### config.mk
export PLATFORM = sky130hd
export DESIGN_NAME = pipe_hazard_ctrl
export DESIGN_NICKNAME = d
export VERILOG_FILES = /design/src/rtl/pipe_ctrl_pkg.sv /design/src/rtl/sat_counter.sv /design/src/rtl/pipe_hazard_ctrl.sv
export SDC_FILE = /design/constraint.sdc
export NUM_CORES = 1
export LEC_CHECK = 0
export CAP_MARGIN = 0
export CORE_MARGIN = 4
export CORE_UTILIZATION = 54
export DETAILED_ROUTE_END_ITERATION = 10
export GPL_TIMING_DRIVEN = 0
export PLACE_DENSITY = 0.92
export SLEW_MARGIN = 20
export SYNTH_ARGS = -nofsm -noshare
export SYNTH_HDL_FRONTEND = slang
export SYNTH_HIERARCHICAL = 1
export SYNTH_SLANG_ARGS = --single-unit
### constraint.sdc
create_clock -name clk -period 5.45 [get_ports clk]
set_input_delay 0.8175 -clock clk [delete_from_list [all_inputs] [get_ports clk]]
set_output_delay 0.8175 -clock clk [all_outputs]
set_load 0.05 [all_outputs]
### src/rtl/pipe_ctrl_pkg.sv
// rtl/pipe_ctrl_pkg.sv - shared pipeline-control types and constants
// Purpose: state encoding, register-zero constant and hazard priority
//          levels used by the IF/ID, ID/EX and EX/MEM control blocks.
// Ports:   none (package).
package pipe_ctrl_pkg;

    typedef enum logic [1:0] {
        ST_RUN        = 2'd0,
        ST_LU_STALL   = 2'd1,
        ST_MEM_WAIT   = 2'd2,
        ST_FETCH_WAIT = 2'd3
    } pipe_state_e;

    localparam logic [4:0] REG_ZERO = 5'd0;

    // Hazard classes, listed from highest to lowest priority.
    typedef enum logic [2:0] {
        PRIO_DMEM_WAIT  = 3'd0,
        PRIO_BRANCH     = 3'd1,
        PRIO_LOAD_USE   = 3'd2,
        PRIO_FETCH_WAIT = 3'd3,
        PRIO_NONE       = 3'd4
    } hazard_prio_e;

endpackage

### src/rtl/sat_counter.sv
// rtl/sat_counter.sv - saturating up-counter for performance statistics
// Purpose: counts cycles where inc_i is high; holds at all-ones.
// Ports:   clk_i, rst_ni (async active-low), inc_i, count_o[W-1:0].
module sat_counter #(
    parameter int W = 32
) (
    input  logic         clk_i,
    input  logic         rst_ni,
    input  logic         inc_i,
    output logic [W-1:0] count_o
);

    localparam logic [W-1:0] ONE = W'(1);

    logic [W-1:0] count_q;

    always_ff @(posedge clk_i or negedge rst_ni) begin
        if (!rst_ni) begin
            count_q <= '0;
        end else if (inc_i && (count_q != '1)) begin
            count_q <= count_q + ONE;
        end
    end

    assign count_o = count_q;

endmodule

### src/rtl/pipe_hazard_ctrl.sv
// rtl/pipe_hazard_ctrl.sv - IF/ID and PC hazard sequencer
// Purpose: detects load-use, taken-branch and memory-wait hazards and drives
//          PC / IF/ID / ID/EX / EX/MEM controls with fixed priority; keeps
//          stall/flush counters and a sticky memory-wait watchdog.
// Ports:   clk, reset (async active-low); ID operands id_rs1/id_rs2/
//          id_uses_rs2; EX load info idex_mem_read/idex_rd; ex_branch_taken;
//          memory handshakes imem_ready, dmem_req, dmem_ready; control outs
//          pc_write, ifid_write, ifid_stall, ifid_flush, idex_bubble,
//          exmem_hold; stats stall_count, flush_count, timeout.
module pipe_hazard_ctrl
    import pipe_ctrl_pkg::*;
#(
    parameter int CNT_W    = 32,
    parameter int MAX_WAIT = 256
) (
    input  logic             clk,
    input  logic             reset,
    input  logic [4:0]       id_rs1,
    input  logic [4:0]       id_rs2,
    input  logic             id_uses_rs2,
    input  logic             idex_mem_read,
    input  logic [4:0]       idex_rd,
    input  logic             ex_branch_taken,
    input  logic             imem_ready,
    input  logic             dmem_req,
    input  logic             dmem_ready,
    output logic             pc_write,
    output logic             ifid_write,
    output logic             ifid_stall,
    output logic             ifid_flush,
    output logic             idex_bubble,
    output logic             exmem_hold,
    output logic [CNT_W-1:0] stall_count,
    output logic [CNT_W-1:0] flush_count,
    output logic             timeout
);

    localparam int              WAIT_W   = (MAX_WAIT > 1) ? $clog2(MAX_WAIT) : 1;
    localparam logic [WAIT_W-1:0] WAIT_MAX = WAIT_W'(MAX_WAIT - 1);

    pipe_state_e       state_q, state_d;
    hazard_prio_e      prio;
    logic [WAIT_W-1:0] wait_cnt_q, wait_cnt_d;
    logic              timeout_q, timeout_d;
    logic              load_use;
    logic              in_wait;

    // Register 0 is hard-wired, so a load targeting it never creates a hazard.
    assign load_use = idex_mem_read && (idex_rd != REG_ZERO) &&
                      ((idex_rd == id_rs1) || (id_uses_rs2 && (idex_rd == id_rs2)));

    // A load-use hit in LU_STALL is the same load still sitting in EX:
    // it was already covered by the single bubble, so it is ignored here.
    always_comb begin
        if (dmem_req && !dmem_ready) begin
            prio = PRIO_DMEM_WAIT;
        end else if (ex_branch_taken) begin
            prio = PRIO_BRANCH;
        end else if (load_use && (state_q != ST_LU_STALL)) begin
            prio = PRIO_LOAD_USE;
        end else if (!imem_ready) begin
            prio = PRIO_FETCH_WAIT;
        end else begin
            prio = PRIO_NONE;
        end
    end

    always_comb begin
        pc_write    = 1'b1;
        ifid_write  = 1'b1;
        ifid_stall  = 1'b0;
        ifid_flush  = 1'b0;
        idex_bubble = 1'b0;
        exmem_hold  = 1'b0;
        state_d     = ST_RUN;
        case (prio)
            PRIO_DMEM_WAIT: begin
                pc_write   = 1'b0;
                ifid_write = 1'b0;
                ifid_stall = 1'b1;
                exmem_hold = 1'b1;
                state_d    = ST_MEM_WAIT;
            end
            PRIO_BRANCH: begin
                ifid_flush  = 1'b1;
                idex_bubble = 1'b1;
            end
            PRIO_LOAD_USE: begin
                pc_write    = 1'b0;
                ifid_write  = 1'b0;
                ifid_stall  = 1'b1;
                idex_bubble = 1'b1;
                state_d     = ST_LU_STALL;
            end
            PRIO_FETCH_WAIT: begin
                // IF/ID is written with a NOP so the stale fetch never issues.
                pc_write   = 1'b0;
                ifid_flush = 1'b1;
                state_d    = ST_FETCH_WAIT;
            end
            default: ;
        endcase
        if (!reset) begin
            pc_write    = 1'b0;
            ifid_write  = 1'b0;
            ifid_stall  = 1'b1;
            ifid_flush  = 1'b0;
            idex_bubble = 1'b1;
            exmem_hold  = 1'b0;
        end
    end

    // The watchdog counts cycles spent stalled on memory and raises timeout
    // in the same cycle the count reaches MAX_WAIT-1, so timeout is visible
    // during the MAX_WAIT-th consecutive wait cycle.
    always_comb begin
        in_wait = (state_d == ST_MEM_WAIT) || (state_d == ST_FETCH_WAIT);
        if (!in_wait) begin
            wait_cnt_d = '0;
        end else if (wait_cnt_q == WAIT_MAX) begin
            wait_cnt_d = wait_cnt_q;
        end else begin
            wait_cnt_d = wait_cnt_q + WAIT_W'(1);
        end
        timeout_d = timeout_q || (in_wait && (wait_cnt_d == WAIT_MAX));
    end

    always_ff @(posedge clk or negedge reset) begin
        if (!reset) begin
            state_q    <= ST_RUN;
            wait_cnt_q <= '0;
            timeout_q  <= 1'b0;
        end else begin
            state_q    <= state_d;
            wait_cnt_q <= wait_cnt_d;
            timeout_q  <= timeout_d;
        end
    end

    assign timeout = timeout_q;

    sat_counter #(.W(CNT_W)) u_stall_cnt (
        .clk_i   (clk),
        .rst_ni  (reset),
        .inc_i   (!pc_write),
        .count_o (stall_count)
    );

    sat_counter #(.W(CNT_W)) u_flush_cnt (
        .clk_i   (clk),
        .rst_ni  (reset),
        .inc_i   (prio == PRIO_BRANCH),
        .count_o (flush_count)
    );

endmodule

==> run summary <==
leading cell types by count after synthesis: 75 x dfrtp_1, 59 x xnor2_1, 41 x nand2_1, 35 x nand3_1, 35 x nand4_1
CP max-delay cell: clkdlybuf4s50_1
Critical Path RT: 4630 ps
Layout area overhead: 32.02%
Worst Skew: 11.64 ps
Die Ht: 94.71 um
worst path cell trace: clkdlybuf4s50_1, or4_4, o2111ai_4, a21o_1, nor2b_1, clkdlybuf4s50_1
DP Area: 5132 um^2
Clk pwr share: 29.2%
core area: 7292 um^2
Post-Synth Simple-Gate Area: 29.15%
Worst Setup Start Kind: input pin
Power Dens Cells: 316.1 nW/um^2
unrepaired setup endpoints after global routing: no
Critical Path End Type: output pin
area of the multi-input gates: 2123 um^2
CTS resizes: 0
Synth Area in XOR/XNOR: 15.32%
Syn Inst Count: 396
Achievable Freq: 0.2421 GHz
Antenna diodes: 0
Synth area leader: dfrtp_1
post-DP HPWL: 7773 um
final instance area: 5360 um^2
Global Route Usage Sum: 24.72%
sequential share of the synthesized area: 46.22%
port bufs: 93
largest net degree at the start of global routing: 44
synth top area cells: dfrtp_1 46%, xnor2_1 13%, nand4_1 5.4%, nand3_1 4.3%, nand2_1 3.8%
Mapped Avg Cell Area: 10.25 um^2
vias: 3618
cts hold-fix bufs: 0
vias in the first global route: 3565
Worst Hold Class: input pin to asynchronous set/reset pin
H-tree depth: 3
Vias/cell: 5.980
Worst Path Max Fanout: 5
Synth top area share: 46.22%
CTS tree: yes
row cnt: 31
CTS root buf: clkbuf_8
Critical Path Start: idex_rd[0]
yosys synthesis warning count: 6
ANT nets after route: 0
Post-synth EDFFs: 0
Sw Ratio: 36.72%
dpl ws: 1314 ps
antenna violations before repair: 0
relative slew slack: 38.25%
Fin Hold WS: 411.7 ps
Starting Density: 55.68%
io pins: 94
NetSw: 622.1 uW
CP arrival: 3310 ps
first-pass GRT wire length: 17260 um
clock sink count: 75
die width: 94.71 um
setup bufs post-CTS: 0
Synth Register Bits: 75
Compound-Gate Fraction of Synth Area: 5.547%
Synth Net Count: 422
most frequent cell after synthesis: dfrtp_1
Hold Vio Cnt, Final: 0
Clock transition at path regs: 80 ps
CP top delay family: buffers and inverters
final setup violation count: 0
status: finished, final reports clean
Max Slew Vio Count: 0
die footprint: 8970 um^2
final worst path period share: 75.80%
maximum VDD drop: 285.8 uV
min setup slack post-route: 1319 ps
Primary FF master, synth: dfrtp_1
drc violations: 0
Final Wtd Congestion: 0.8913
cts bufs inserted: 9
Internal Pwr Total: 1.072 mW
initial DRC count: 167
Filler cells: 509
library cells used by synthesis: 43
Tmin final: 4131 ps
post-synthesis mux area share: 1.356%
ys async rst share: 100.0%
R2R Path Start: state_q[0]
Reg area: 1877 um^2
buffer and inverter count on the worst path: 2
delay of the slowest cell on the worst path: 810 ps
Worst Max-Slew Pin Slew: 917.9 ps
Total Wirelength: 10750 um
CP Class: input pin to output pin
adder-cell area share of the yosys netlist: 0.9245%
layout cells sized above 1: 8.893%
DR pass1 iterations: 4
Final nets: 527
grt total ovfl: 0
cell repeated most along the worst path: clkdlybuf4s50_1
drt wl/cell: 17.76 um
largest family of logic cells by synthesized area: simple AND/OR/NAND/NOR gates
combinational power share: 29.7%
Skew-Pair Late Insertion Delay: 350 ps
Clock Tree Buf Depth: 2
Leak: 2.121 nW
max-cap viol count: 0
Mapped Area: 4060 um^2
register share of total power: 41.0%
-- cells by family (layout without fill, tap and decap cells) --
group | Yosys count | count (layout)
and+or+nand+nor | 204 | 204
DFF | 75 | 75
xor gates and xnor gates | 71 | 71
AOI/OAI and AO/OA | 26 | 26
buffers and inverters | 12 | 122
muxes | 5 | 5
adders and majority gates | 3 | 3
-- final timing paths --
check	endpoint	slack, ps	depth (start not counted)
setup / recovery	pc_write	1320	6
hold / removal	u_flush_cnt/count_o[21]	410	1
setup reg to reg	u_stall_cnt/count_o[29]	2920	10
hold reg to reg	timeout	470	2
max in group asynchronous	u_stall_cnt/count_o[3]	4460	2
min in group clk	timeout	470	2
-- per-layer routing --
layer / track usage (%) / part of all wire (%) / vias to the layer above
met5: 0 / 0 / -
li1: - / - / 1650
met3: 3.586 / 7.7 / 23
met1: 31.20 / 39 / 1758
met4: 10.46 / 2.1 / 0
met2: 42.34 / 51 / 187
-- cell usage in the layout (no fill, tap or decap), types with 11 or more instances in the layout --
| cell type | instances |
|---|---|
| xor2_1 | 12 |
| nor2_1 | 28 |
| dfrtp_1 | 75 |
| nand3_1 | 35 |
| nand2_1 | 41 |
| xnor2_1 | 59 |
| clkdlybuf4s50_1 | 92 |
| and4_1 | 11 |
| nand4_1 | 35 |
| clkbuf_8 | 11 |
-- flip-flops by register name (all words and copies together), names as in the netlist --
register / count
wait_cnt_q: 8
state_q: 2
u_stall_cnt/count_o: 32
timeout: 1
u_flush_cnt/count_o: 32
-- layout make-up --
cell class                 count  share of cell area (%)
buffer                         6                  0.7003
clock buffer                  13                   2.965
clock inverter                 3                   1.284
inverter                       6                  0.4202
multi-input combinational    309                   39.61
sequential                    75                   35.01
tap                           99                   2.311
timing repair buffer          94                   17.69
-- through the flow --
step           std cells  power [mW]  utilization (%)  TNS (ps)
2_1_floorplan        396       1.004                -         0
3_3_place_gp         588       1.177            70.14     -9661
5_1_grt              605       1.756            73.51         0
4_1_cts              605       1.691            73.51         0
3_5_place_dp         589       1.201            70.38         0
6_report             605       1.694            73.51         0
-- power by group through the flow --
stage | Sequential (mW) | Clock [mW] | Combinational [mW]
global placement | 0.695 | 0 | 0.481
global route | 0.705 | 0.520 | 0.531
finish | 0.695 | 0.495 | 0.504
floorplan | 0.860 | 0 | 0.144
detailed placement | 0.702 | 0 | 0.499
CTS | 0.692 | 0.496 | 0.503
(Power assumes the default switching activity.)
